## src/rtl/instr_fetch_unit.sv

```systemverilog
// Instruction fetch stage: fetches 16-bit words into the IR, decodes its fields,
// and hands each instruction to the datapath controller with a one-cycle start pulse.
module instr_fetch_unit #(
    parameter int unsigned          PC_WIDTH = 8,
    parameter logic [PC_WIDTH-1:0]  START_PC = '0
) (
    input  logic                clk,
    input  logic                rst,
    input  logic                run,
    output logic                mem_req,
    output logic [PC_WIDTH-1:0] mem_addr,
    input  logic [15:0]         mem_rdata,
    input  logic                mem_valid,
    input  logic                w,
    output logic                s,
    input  logic [2:0]          nsel,
    output logic [2:0]          opcode,
    output logic [1:0]          op,
    output logic [1:0]          shift,
    output logic [2:0]          readnum,
    output logic [2:0]          writenum,
    output logic [15:0]         sximm8,
    output logic [15:0]         sximm5,
    output logic [PC_WIDTH-1:0] pc,
    output logic [15:0]         instr_count,
    output logic                halted
);

    typedef enum logic [2:0] {
        S_IDLE,
        S_FETCH,
        S_DECODE_CHK,
        S_ISSUE,
        S_BUSY_FIRST,
        S_BUSY,
        S_HALT
    } state_t;

    state_t              r_state;
    state_t              w_next;
    logic [PC_WIDTH-1:0] r_pc;
    logic [15:0]         r_ir;
    logic [15:0]         r_cnt;
    logic                w_fetch_done;
    logic [2:0]          w_rn;
    logic [2:0]          w_rd;
    logic [2:0]          w_rm;
    logic [2:0]          w_regnum;

    always_ff @(posedge clk or negedge rst) begin
        if (!rst) begin
            r_state <= S_IDLE;
        end else begin
            r_state <= w_next;
        end
    end

    // BUSY is split so the controller's decode cycle can never end the instruction early.
    always_comb begin
        w_next = r_state;
        unique case (r_state)
            S_IDLE:       if (run) w_next = S_FETCH;
            S_FETCH:      if (mem_valid) w_next = S_DECODE_CHK;
            S_DECODE_CHK: w_next = (r_ir[15:13] == 3'b111) ? S_HALT : S_ISSUE;
            S_ISSUE:      if (w) w_next = S_BUSY_FIRST;
            S_BUSY_FIRST: w_next = S_BUSY;
            S_BUSY:       if (w) w_next = run ? S_FETCH : S_IDLE;
            S_HALT:       w_next = S_HALT;
            default:      w_next = S_IDLE;
        endcase
    end

    always_comb begin
        mem_req = (r_state == S_FETCH);
        s       = (r_state == S_ISSUE) && w;
        halted  = (r_state == S_HALT);
    end

    assign w_fetch_done = (r_state == S_FETCH) && mem_valid;

    always_ff @(posedge clk or negedge rst) begin
        if (!rst) begin
            r_pc  <= START_PC;
            r_ir  <= '0;
            r_cnt <= '0;
        end else begin
            if (w_fetch_done) begin
                r_ir <= mem_rdata;
                r_pc <= r_pc + PC_WIDTH'(1);
            end
            if (s && (r_cnt != '1)) begin
                r_cnt <= r_cnt + 16'd1;
            end
        end
    end

    assign w_rn = r_ir[10:8];
    assign w_rd = r_ir[7:5];
    assign w_rm = r_ir[2:0];

    always_comb begin
        w_regnum = 3'b000;
        unique case (nsel)
            3'b100:  w_regnum = w_rd;
            3'b010:  w_regnum = w_rn;
            3'b001:  w_regnum = w_rm;
            default: w_regnum = 3'b000;
        endcase
    end

    assign opcode      = r_ir[15:13];
    assign op          = r_ir[12:11];
    assign shift       = r_ir[4:3];
    assign readnum     = w_regnum;
    assign writenum    = w_regnum;
    assign sximm8      = {{8{r_ir[7]}}, r_ir[7:0]};
    assign sximm5      = {{11{r_ir[4]}}, r_ir[4:0]};
    assign mem_addr    = r_pc;
    assign pc          = r_pc;
    assign instr_count = r_cnt;

endmodule
```

## config.mk

```make
export PLATFORM = sky130hd
export DESIGN_NAME = instr_fetch_unit
export DESIGN_NICKNAME = d
export VERILOG_FILES = /design/src/rtl/instr_fetch_unit.sv
export SDC_FILE = /design/constraint.sdc
export NUM_CORES = 1
export LEC_CHECK = 0
export ABC_CLOCK_PERIOD_IN_PS = 2000
export BUFFER_PORTS_ARGS = -buffer_cell sky130_fd_sc_hd__clkbuf_2
export CORE_MARGIN = 2
export CORE_UTILIZATION = 45
export CTS_BUF_LIST = sky130_fd_sc_hd__clkbuf_8
export DETAILED_ROUTE_END_ITERATION = 16
export HOLD_SLACK_MARGIN = 0.15
export PLACE_DENSITY = 0.79
export REMOVE_ABC_BUFFERS = 1
export SYNTH_ARGS = -nofsm -noshare
export SYNTH_HDL_FRONTEND = slang
export SYNTH_SLANG_ARGS = --single-unit
```

## constraint.sdc

```tcl
create_clock -name clk -period 2 [get_ports clk]
set_clock_uncertainty 0.2 [all_clocks]
set_input_delay 0.3 -clock clk [delete_from_list [all_inputs] [get_ports clk]]
set_output_delay 0.3 -clock clk [all_outputs]
set_load 0.03 [all_outputs]
```

Word level (Yosys, flattened, before mapping). Cells that the tools add are included.

Output and inout port bits: 80. Logic and storage cells: 34. Register bits after elaboration: 43.

$add $sub $neg: 2. Reduce and logical (&&, ||, !) cells: 5. Muxes and demuxes: 8. Equal/unequal tests: 15.

Operator list (number): case mux 3 bit (7 select lines) (1); adder 16 x 1 -> 16 bit, second input constant (1); inequality test 16 bit, second input constant (1); equality test 3 bit, second input constant (5); two-way mux 3 bit (5); equality test 3 x 2 -> 1 bit, second input constant (3); case mux 3 bit (3 select lines) (1); adder 8 x 1 -> 8 bit, second input constant (1); equality test 3 x 1 -> 1 bit, second input constant (2); inequality test 2 bit, second input constant (3); AND reduction 4 bit (1); logical AND 1 bit (3); zero test 3 bit (1); inequality test 2 x 1 -> 1 bit, second input constant (1); two-way mux 1 bit (1).

Longest topological paths before layout. Gate-level depths: netlist (run 1).

Depth in word-level cells: 3. Gate-level depth with buffers: 6. Depth with buffers taken out: 5.

Worst setup path before layout (run 1). OpenSTA, ideal clock, no wires.

Kind: register -> output. From: register r_ir[7]. To: output writenum[2]. Stages on the path, launching flop included: 4. Path slack: -0.127 ns. Arrival time: 1.627 ns. Path through: dfrtp_1 > a22oi_1 > o21ai_0 > buf_4.

Cells in the longest elaborated chain, start to end: 1.

Ends and longest elaborated chain: start: declaration (RTL line 42) `logic [15:0] r_ir;`; start signal: assignment (RTL line 88) `r_ir <= mem_rdata;`; case mux 3 bit (3 select lines) (RTL line 103) `unique case (nsel)`; end: declaration (RTL line 21) `output logic [2:0] writenum,`.

No other way between the ends.

Worst setup path in the final report (run 1).
From: register r_cnt[1] (netlist: instr_count[1]). To: register r_cnt[1] (netlist: instr_count[1]).

Cells in the longest elaborated chain, start to end: 2. Elaborated cells between the ends (all ways): 3.

Ends and longest elaborated chain: start: declaration (RTL line 43) `logic [15:0] r_cnt;`; start signal: assignment (RTL line 92) `r_cnt <= r_cnt + 16'd1;`; parallel branches: the longest is 2 deep, another holds adder 16 x 1 -> 16 bit.

Several ways; the timed one is not identified. A chain may end at the register's enable or synchronous reset.

==> implementation parameters, run 1 <==
Parameter                              Value

Global route
  GRT Util Overall ... 15.9%
  Wire length of the first global-routing pass ... 7740 um
  Pin count of the biggest net entering global routing ... 44
  Via count of the first global-routing pass ... 1,646
  Number of antenna violations at the first check in global routing ... 0
  GR Overflow Total ... 0

Yosys
  Total of warnings raised by yosys ... 0
  Mean area per synthesized cell ... 11.1 sq um
  Largest cells by area after synthesis ... dfrtp_1 (44%), buf_4 (16%), mux2_2 (8.3%), xnor2_1 (4.3%), xor2_1 (2.1%)
  Post-synth EDFFs ... 0
  Synth Instances ... 220
  Flop and latch count out of synthesis ... 43
  Top-area cell type share of the netlist area ... 44.0%
  Seq/Total Area, Yosys ... 44.0%
  Proportion of register bits with asynchronous set or reset after synthesis ... 100%
  Ys flop type ... dfrtp_1
  Cell with the most instances after synthesis ... buf_4
  Netlist area before placement ... 2450 sq um
  Largest area contributor in the netlist ... dfrtp_1
  Count of cell types in the netlist ... 38
  Most instantiated cells after synthesis ... buf_4 (51), dfrtp_1 (43), mux2_2 (18)

Die
  Die Span X ... 77.7 um
  Area of the core ... 5170 sq um
  Die height ... 77.7 um
  Effective utilization at floorplan ... 47.3%
  Die Area ... 6040 sq um
  # IOs ... 104
  Num rows ... 26

Clock tree
  Count of H-tree levels built during CTS ... 2
  Clock Path Buffers ... 2
  TritonCTS clock tree ... done
  Clock net sink count ... 43
  Num CTS Buffers ... 5
  Clock root buffer ... clkbuf_8
  Clock Latency Late Sink ... 290 ps
  Clock-pin transition on the worst setup and hold timing paths ... 90 ps

Min path
  WHS Path Cells ... 3
  Path class of the lowest-slack min-delay path ... in -> reg

Place
  Number of input and output port buffers inserted ... 103
  Weighted congestion reported at the end of routability-driven placement ... 0.788
  Cell count after placement ... 344
  DP HPWL ... 3420 um
  Post-detailed-placement cell area ... 2710 sq um

Route
  Wire length per cell after detailed routing ... 12.9 um
  Drt via density ... 4.86
  DRC ... 0
  First-iteration detailed-routing DRC count ... 61
  Post-DRT Antenna Nets ... 0
  DR vias ... 1,802
  Routed wire length ... 4780 um
  Detailed Routing Iterations Pass 1 ... 4

Worst setup path
  Maximum fanout along the worst path ... 5
  Category of the critical setup timing path ... reg -> reg
  Buf/Inv on CP ... 0
  Crit path arrival time ... 1870 ps
  Delay of the slowest critical-path stage ... 480 ps
  Worst path required time ... 1970 ps
  Startpoint type of the worst setup path ... flop
  Stages on worst setup path ... 4
  Reg2Reg Depth ... 4
  Highest-delay cell along the critical path ... o41ai_4
  Crit path cell chain ... ha_1 > nand3_1 > o41ai_4 > mux2_4
  Reg-to-reg setup timing slack ... 100 ps
  Setup crit end kind ... flop
  Family with the most delay on the worst path ... compound AO/OA/AOI/OAI gates

Timing
  Accumulated negative setup slack ... 0 ps
  Final Critical Period ... 1900 ps
  Number of endpoints failing setup at the final stage ... 0
  Slew at the pin closest to its max-slew limit ... 528 ps
  Share of the clock period used by the worst path after layout ... 94.9%
  Highest clock rate ... 0.527 GHz
  Final Hold Fails ... 0
  Worst slew margin relative to its limit ... 64.8%
  Final slew viol count ... 0

Final layout
  Final cell utilization of the core ... 58.7%
  Area growth, synth to finish ... 24.0%
  Final instance area ... 3040 sq um
  Layout cell share with drive strength beyond 1 ... 48.8%
  # nets final ... 326
  Count of antenna diodes in the layout ... 0
  Final cell count without fillers ... 371

Power
  Worst ir drop on vdd ... 1.01 mV
  Power density of the placed cells ... 1600 nW/um^2
  PnR Total Power ... 4.84 mW
  Static power due to leakage ... 1.56 nW

Job
  Number of violations of the max-capacitance limit ... 0

Outcome
  Outcome ... finished, final reports clean
metal layers:
layer  track usage, %  share of wire [%]
met1             19.4                 41
met2             27.8                 53
met3             3.84                4.9
met4             5.00                1.3
met5                0                  0
repair_timing:
item	CTS	global route
endpoints found under the setup margin	0	8
resized for setup	0	3
endpoints found under the hold margin	60	0
hold buffers	18	0
buffers inserted	0	1
stage by stage:
step,worst slack [ps],hold WS [ps]
5_1_grt,-12.3,204
4_1_cts,15.5,186
3_3_place_gp,118,205
3_5_place_dp,32.5,204
2_1_floorplan,-2070,-196
6_report,101,187
registers in the layout, summed over array words and instances (netlist names):
signal	flops
instr_count	16
mem_addr	8
r_ir	16
r_state	3
where the power goes:
part / switching [mW] / internal, mW
logic: 1.71 / 0.844
clock network: 0.284 / 0.494
registers: 0.351 / 1.16
total: 2.34 / 2.50
worst min-delay path, delay by kind of cell:
kind / cells / cell delay (ps)
compound gates: 1 / 90
buf+inv: 1 / 140
simple gates: 1 / 100
worst paths after layout:
kind | endpoint | start
worst max-delay path | instr_count[1]$_DFFE_PN0P_ | instr_count[1]$_DFFE_PN0P_
worst min-delay path | r_state[2]$_DFFE_PN0P_ | w
worst max register to register | instr_count[1]$_DFFE_PN0P_ | instr_count[1]$_DFFE_PN0P_
worst min register to register | mem_addr[7]$_DFFE_PN0P_ | mem_addr[7]$_DFFE_PN0P_
max in group asynchronous | r_ir[7]$_DFFE_PN0P_ | rst
min in group asynchronous | instr_count[14]$_DFFE_PN0P_ | rst
layout by cell type (no fill, tap or decap), types with 6 or more instances in the layout:
| cell | netlist | final |
|---|---|---|
| and3_1 | 7 | 7 |
| buf_4 | 51 | 6 |
| clkbuf_2 | 0 | 103 |
| dfrtp_1 | 43 | 41 |
| dlygate4sd3_1 | 0 | 18 |
| mux2_2 | 18 | 18 |
| nand2_1 | 13 | 13 |
| nand3_1 | 10 | 10 |
| nand4_1 | 7 | 7 |
| nor2_1 | 7 | 7 |
| xnor2_1 | 12 | 12 |
| xor2_1 | 6 | 6 |
cell families after synthesis:
kind of cell | share of synthesized area (%)
multiplexers | 9.76
AND/OR/NAND/NOR | 16.5
buffers and inverters | 16.5
AO/OA/AOI/OAI | 5.83
XOR/XNOR | 6.44
flip-flops | 44.0
adder cells (fa/ha/maj) | 1.02
final cells by class:
| cell class | count | area [sq um] |
|---|---|---|
| Clock buffer | 5 | 68.8 |
| Fill cell | 431 | 2140 |
| Inverter | 1 | 3.75 |
| Multi-Input combinational cell | 121 | 972 |
| Clock inverter | 3 | 63.8 |
| Sequential cell | 43 | 1080 |
| Timing Repair Buffer | 128 | 761 |
| Tap cell | 70 | 87.6 |
Note: power is estimated with default switching activity, not from simulation.
==> inputs of run 2 (changes only) <==
--- a/config.mk
+++ b/config.mk
@@ -12,7 +12,7 @@
 export CTS_BUF_LIST = sky130_fd_sc_hd__clkbuf_8
 export DETAILED_ROUTE_END_ITERATION = 16
 export HOLD_SLACK_MARGIN = 0.15
-export PLACE_DENSITY = 0.79
+export PLACE_DENSITY_LB_ADDON = 0.1
 export REMOVE_ABC_BUFFERS = 1
 export SYNTH_ARGS = -nofsm -noshare
 export SYNTH_HDL_FRONTEND = slang
==> implementation parameters, run 2 (same netlist as run 1, synthesis figures left out) <==
Parameter                              Value

Place
  Weighted congestion reported at the end of routability-driven placement ... 0.754
  Number of input and output port buffers inserted ... 103
  DP HPWL ... 3430 um
  Cell count after placement ... 348

Global route
  Via count of the first global-routing pass ... 1,658
  Pin count of the biggest net entering global routing ... 26
  Wire length of the first global-routing pass ... 7730 um
  Number of antenna violations at the first check in global routing ... 0
  GR Overflow Total ... 0
  GRT Util Overall ... 15.9%

Worst setup path
  Family with the most delay on the worst path ... flip-flops
  Setup crit end kind ... output pin
  Worst setup path startpoint ... r_state[2]$_DFFE_PN0P_
  Startpoint type of the worst setup path ... flop
  Crit path cell chain ... nand4b_4 > inv_1 > clkbuf_2
  Category of the critical setup timing path ... reg -> out
  Endpoint of the lowest-slack register-to-register path ... instr_count[1]$_DFFE_PN0P_
  Delay of the slowest critical-path stage ... 470 ps
  Reg-to-reg critical path startpoint ... instr_count[12]$_DFFE_PN0P_
  Reg-to-reg setup timing slack ... 130 ps
  Maximum fanout along the worst path ... 8
  Timing endpoint of the critical path ... s
  Reg2Reg Depth ... 3
  Highest-delay cell along the critical path ... dfrtp_1
  Stages on worst setup path ... 3
  Crit path arrival time ... 1440 ps
  Buf/Inv on CP ... 2
  Worst path required time ... 1500 ps

Clock tree
  Clock Path Buffers ... 2
  Num CTS Buffers ... 5
  Clock Latency Late Sink ... 290 ps
  Clock-pin transition on the worst setup and hold timing paths ... 80 ps
  Count of H-tree levels built during CTS ... 2
  TritonCTS clock tree ... done
  Clock root buffer ... clkbuf_8
  Clock net sink count ... 43

Route
  First-iteration detailed-routing DRC count ... 73
  DRC ... 0
  Post-DRT Antenna Nets ... 0
  DR vias ... 1,810
  Drt via density ... 4.84
  Detailed Routing Iterations Pass 1 ... 4
  Routed wire length ... 4660 um
  Wire length per cell after detailed routing ... 12.5 um

Die
  # IOs ... 104
  Die height ... 77.7 um
  Effective utilization at floorplan ... 47.3%
  Area of the core ... 5170 sq um
  Die Span X ... 77.7 um
  Die Area ... 6040 sq um
  Num rows ... 26

Final layout
  # nets final ... 329
  Final cell count without fillers ... 374
  Final cell utilization of the core ... 59.0%
  Most frequent cells in the layout ... clkbuf_2 (103), dfrtp_1 (41), mux2_2 (18), dlygate4sd3_1 (18), nand2_1 (13)
  Count of antenna diodes in the layout ... 0
  Layout cell share with drive strength beyond 1 ... 49.3%
  Area growth, synth to finish ... 24.6%
  Most common cell after layout, fill and taps aside ... clkbuf_2

Timing
  Highest clock rate ... 0.515 GHz
  Slew at the pin closest to its max-slew limit ... 505 ps
  Final Hold Fails ... 0
  Number of endpoints failing setup at the final stage ... 0
  Final slew viol count ... 0
  Setup repair after global routing missed its margin ... no
  Final Critical Period ... 1940 ps
  Share of the clock period used by the worst path after layout ... 97.1%
  Worst slew margin relative to its limit ... 66.3%

Power
  Worst ir drop on vdd ... 1.25 mV
  Power density of the placed cells ... 1560 nW/um^2
  Static power due to leakage ... 1.57 nW

Outcome
  Outcome ... finished, final reports clean

Job
  Number of violations of the max-capacitance limit ... 0

Min path
  WHS Path Cells ... 3
  Path class of the lowest-slack min-delay path ... in -> reg
-- run 2: cell types whose count changed in the layout (fill, tap and decap cells not counted), sizes merged --
| cell | before | now |
|---|---|---|
| clkbuf | 108 | 109 |
| bufinv | 2 | 1 |
| buf | 7 | 10 |
| clkinv | 0 | 1 |
| inv | 2 | 1 |
-- run 2: final cells by class --
cell class                 count  area (sq um)
timing repair buffer         131           796
multi-input combinational    121           967
tap                           70          87.6
inverter                       1          3.75
fill                         426          2120
clock buffer                   6          82.6
sequential                    43          1080
clock inverter                 2          35.0
-- run 2: per-stage QoR --
stage / setup slack (ps) / hold WS [ps] / total power, mW / TNS (ps) / instance area [sq um]
after floorplan: -2070 / -196 / 3.11 / -30840 / 2050
after global placement: 142 / 100 / 4.04 / 0 / 2750
after detailed placement: 109 / 91.1 / 4.06 / 0 / 2750
after CTS: 53.9 / 167 / 4.80 / 0 / 3050
after global routing: 7.59 / 190 / 5.02 / 0 / 3050
final: 58.3 / 169 / 4.75 / 0 / 3050
-- run 2: report_power, final --
part           leakage [nW]  total [mW]  internal [mW]  switching, mW
clock                0.0612       0.696          0.404          0.292
combinational         0.966        2.56          0.855           1.70
sequential            0.547        1.50           1.16          0.340
-- run 2: worst min path at each step --
| stage | startpoint | end | slack (ps) |
|---|---|---|---|
| 6_report | w | r_state[2]$_DFFE_PN0P_ | 170 |
| 5_1_grt | w | r_state[2]$_DFFE_PN0P_ | 190 |
| 4_1_cts | w | r_state[2]$_DFFE_PN0P_ | 170 |
| 3_5_place_dp | rst | mem_addr[4]$_DFFE_PN0P_ | 90 |
| 3_3_place_gp | rst | mem_addr[4]$_DFFE_PN0P_ | 100 |
| 2_1_floorplan | rst | instr_count[0]$_DFFE_PN0P_ | -200 |
-- run 2: repair_timing --
item | CTS | global route
setup endpoints to repair | 0 | 4
hold buffers | 18 | 0
gates resized for setup | 0 | 2
setup buffers | 0 | 0
endpoints found under the hold margin | 41 | 0
-- run 2: tightest hold or removal path, cell delays in order --
cell and delay (ps):
clkbuf_2 140, nand3b_1 100, a31oi_1 80
-- run 2: layer usage --
| layer | up-vias | global-route usage [%] | wire length, um |
|---|---|---|---|
| met1 | 848 | 21.4 | 2130 |
| met4 | 0 | 4.29 | 52 |
| met2 | 66 | 25.3 | 2200 |
| met5 | - | 0 | 0 |
| li1 | 891 | - | - |
| met3 | 5 | 4.53 | 284 |
==> inputs of run 3 (changes only) <==
--- a/config.mk
+++ b/config.mk
@@ -8,12 +8,12 @@
 export ABC_CLOCK_PERIOD_IN_PS = 2000
 export BUFFER_PORTS_ARGS = -buffer_cell sky130_fd_sc_hd__clkbuf_2
 export CORE_MARGIN = 2
-export CORE_UTILIZATION = 45
-export CTS_BUF_LIST = sky130_fd_sc_hd__clkbuf_8
+export CORE_UTILIZATION = 43
 export DETAILED_ROUTE_END_ITERATION = 16
 export HOLD_SLACK_MARGIN = 0.15
 export PLACE_DENSITY_LB_ADDON = 0.1
 export REMOVE_ABC_BUFFERS = 1
+export SKIP_CTS_REPAIR_TIMING = 1
 export SYNTH_ARGS = -nofsm -noshare
 export SYNTH_HDL_FRONTEND = slang
 export SYNTH_SLANG_ARGS = --single-unit
==> implementation parameters, run 3 (same netlist as run 1, synthesis figures left out) <==
Parameter                              Value

Die
  Num rows ... 27
  # IOs ... 104
  Area of the core ... 5510 sq um
  Effective utilization at floorplan ... 44.4%
  Die Span X ... 79.4 um
  Die Area ... 6310 sq um
  Die height ... 79.4 um

Global route
  GR Overflow Total ... 0
  Met2 GRT Util ... 23.1%
  Via count of the first global-routing pass ... 1,560
  Pin count of the biggest net entering global routing ... 44
  Number of antenna violations at the first check in global routing ... 0
  Fraction of met1 tracks used by global routing ... 21.5%
  Routing usage on met3 ... 4.30%
  Most Crowded Layer GR ... met2
  Wire length of the first global-routing pass ... 7550 um
  GRT Util Overall ... 15.3%

Clock tree
  Clock Latency Late Sink ... 300 ps
  Clock net sink count ... 43
  Clock Path Buffers ... 2
  Num CTS Buffers ... 5
  Count of H-tree levels built during CTS ... 2
  Clock root buffer ... clkbuf_8
  Clock-pin transition on the worst setup and hold timing paths ... 90 ps
  TritonCTS clock tree ... done

Power
  Worst ir drop on vdd ... 1.09 mV
  Clock network power share ... 12.8%
  Share of total power in combinational logic ... 55.3%
  Power density of the placed cells ... 1540 nW/um^2
  Total internal power ... 2.29 mW
  Sequential fraction of design power ... 32.0%
  Switching fraction of total power ... 50.7%
  Switching power ... 2.36 mW
  Static power due to leakage ... 1.55 nW

Worst setup path
  Delay of the slowest critical-path stage ... 450 ps
  Worst path required time ... 1500 ps
  Reg2Reg Depth ... 4
  Timing endpoint of the critical path ... readnum[2]
  Startpoint type of the worst setup path ... flop
  Maximum fanout along the worst path ... 11
  Category of the critical setup timing path ... reg -> out
  Reg-to-reg critical path startpoint ... instr_count[12]$_DFFE_PN0P_
  Crit path arrival time ... 1390 ps
  Crit path cell chain ... a22oi_1 > o21ai_0 > clkbuf_2
  Setup crit end kind ... output pin
  Worst setup path startpoint ... r_ir[7]$_DFFE_PN0P_
  Reg-to-reg setup timing slack ... 150 ps
  Endpoint of the lowest-slack register-to-register path ... instr_count[1]$_DFFE_PN0P_
  Highest-delay cell along the critical path ... dfrtp_2

Route
  Post-DRT Antenna Nets ... 0
  DRC ... 0
  Drt via density ... 4.73
  Wire length per cell after detailed routing ... 12.6 um
  First-iteration detailed-routing DRC count ... 35
  Routed wire length ... 4740 um
  DR vias ... 1,775
  Detailed Routing Iterations Pass 1 ... 4

Timing
  Final slew viol count ... 0
  Final Hold Fails ... 0
  Setup repair after global routing missed its margin ... no
  Highest clock rate ... 0.529 GHz
  Slew at the pin closest to its max-slew limit ... 353 ps
  Worst slew margin relative to its limit ... 76.5%
  Final Critical Period ... 1890 ps
  Number of endpoints failing setup at the final stage ... 0
  Share of the clock period used by the worst path after layout ... 94.5%

Min path
  Path class of the lowest-slack min-delay path ... in -> reg

Final layout
  Final cell utilization of the core ... 54.7%
  Layout cell share with drive strength beyond 1 ... 49.5%
  # nets final ... 328
  Total area of multi-input combinational cells ... 967 sq um
  Final cell count without fillers ... 375
  Final instance area ... 3010 sq um
  Most frequent cells in the layout ... clkbuf_2 (103), dfrtp_1 (41), mux2_2 (18)
  Area growth, synth to finish ... 23.1%
  Total area of sequential cells ... 1080 sq um
  Most common cell after layout, fill and taps aside ... clkbuf_2
  Filler Cells Inserted ... 494
  Count of antenna diodes in the layout ... 0

Place
  Weighted congestion reported at the end of routability-driven placement ... 0.798
  Cell count after placement ... 348
  DP HPWL ... 3430 um
  Post-detailed-placement cell area ... 2730 sq um
  Number of input and output port buffers inserted ... 103

Outcome
  Outcome ... finished, final reports clean

Job
  Number of violations of the max-capacitance limit ... 0
==> run 3: cell count changes in the layout (fill, tap and decap cells not counted) <==
cell,delta
buf_12,-1
clkinvlp_4,+1
buf_4,+1
dlygate4sd3_1,-1
bufinv_16,-1
clkinv_4,+1
clkinv_2,-1
==> run 3: power groups by stage <==
stage | sequential, mW | clock [mW] | combinational, mW
3_3_place_gp | 1.50 | 0 | 2.54
6_report | 1.48 | 0.594 | 2.57
4_1_cts | 1.49 | 0.625 | 2.55
3_5_place_dp | 1.50 | 0 | 2.55
2_1_floorplan | 2.50 | 0 | 0.611
5_1_grt | 1.55 | 0.657 | 2.72
==> run 3: per-stage QoR <==
stage | power [mW] | setup WS (ps) | hold WS (ps) | setup TNS [ps]
CTS | 4.67 | -4.02 | -237 | -7.58
global route | 4.93 | 33.6 | 155 | 0
detailed placement | 4.05 | 116 | 97.9 | 0
global placement | 4.04 | 168 | 104 | 0
floorplan | 3.11 | -2070 | -196 | -30840
finish | 4.64 | 110 | 143 | 0
==> run 3: worst min path at each step <==
| stage | from | end | slack (ps) | cells past startpoint |
|---|---|---|---|---|
| 3_3_place_gp | rst | r_state[0]$_DFFE_PN0P_ | 100 | 2 |
| 5_1_grt | run | r_state[0]$_DFFE_PN0P_ | 160 | 3 |
| 6_report | run | r_state[0]$_DFFE_PN0P_ | 140 | 3 |
| 4_1_cts | rst | r_ir[4]$_DFFE_PN0P_ | -240 | 2 |
| 2_1_floorplan | rst | instr_count[0]$_DFFE_PN0P_ | -200 | 0 |
| 3_5_place_dp | rst | r_state[0]$_DFFE_PN0P_ | 100 | 2 |
==> run 3: layout make-up <==
cell class / instances / area share [%]
flip-flops and latches: 43 / 35.8
multi-input cells: 121 / 32.1
repair buffers: 130 / 25.7
well taps: 72 / 2.99
clock buffers: 6 / 2.74
clock inverters: 2 / 0.540
inverters: 1 / 0.125
==> run 3: critical path: cells and delay by family, from the launching register on <==
family                 cells  cell delay [ps]
buffers and inverters      1              260
DFF                        1              450
AOI/OAI and AO/OA          2              370
==> run 3: layer usage <==
layer | share of wire, % | wire length, um
met5 | 0 | 0
met3 | 6.0 | 284
met4 | 0.32 | 15
met1 | 47 | 2210
met2 | 47 | 2230
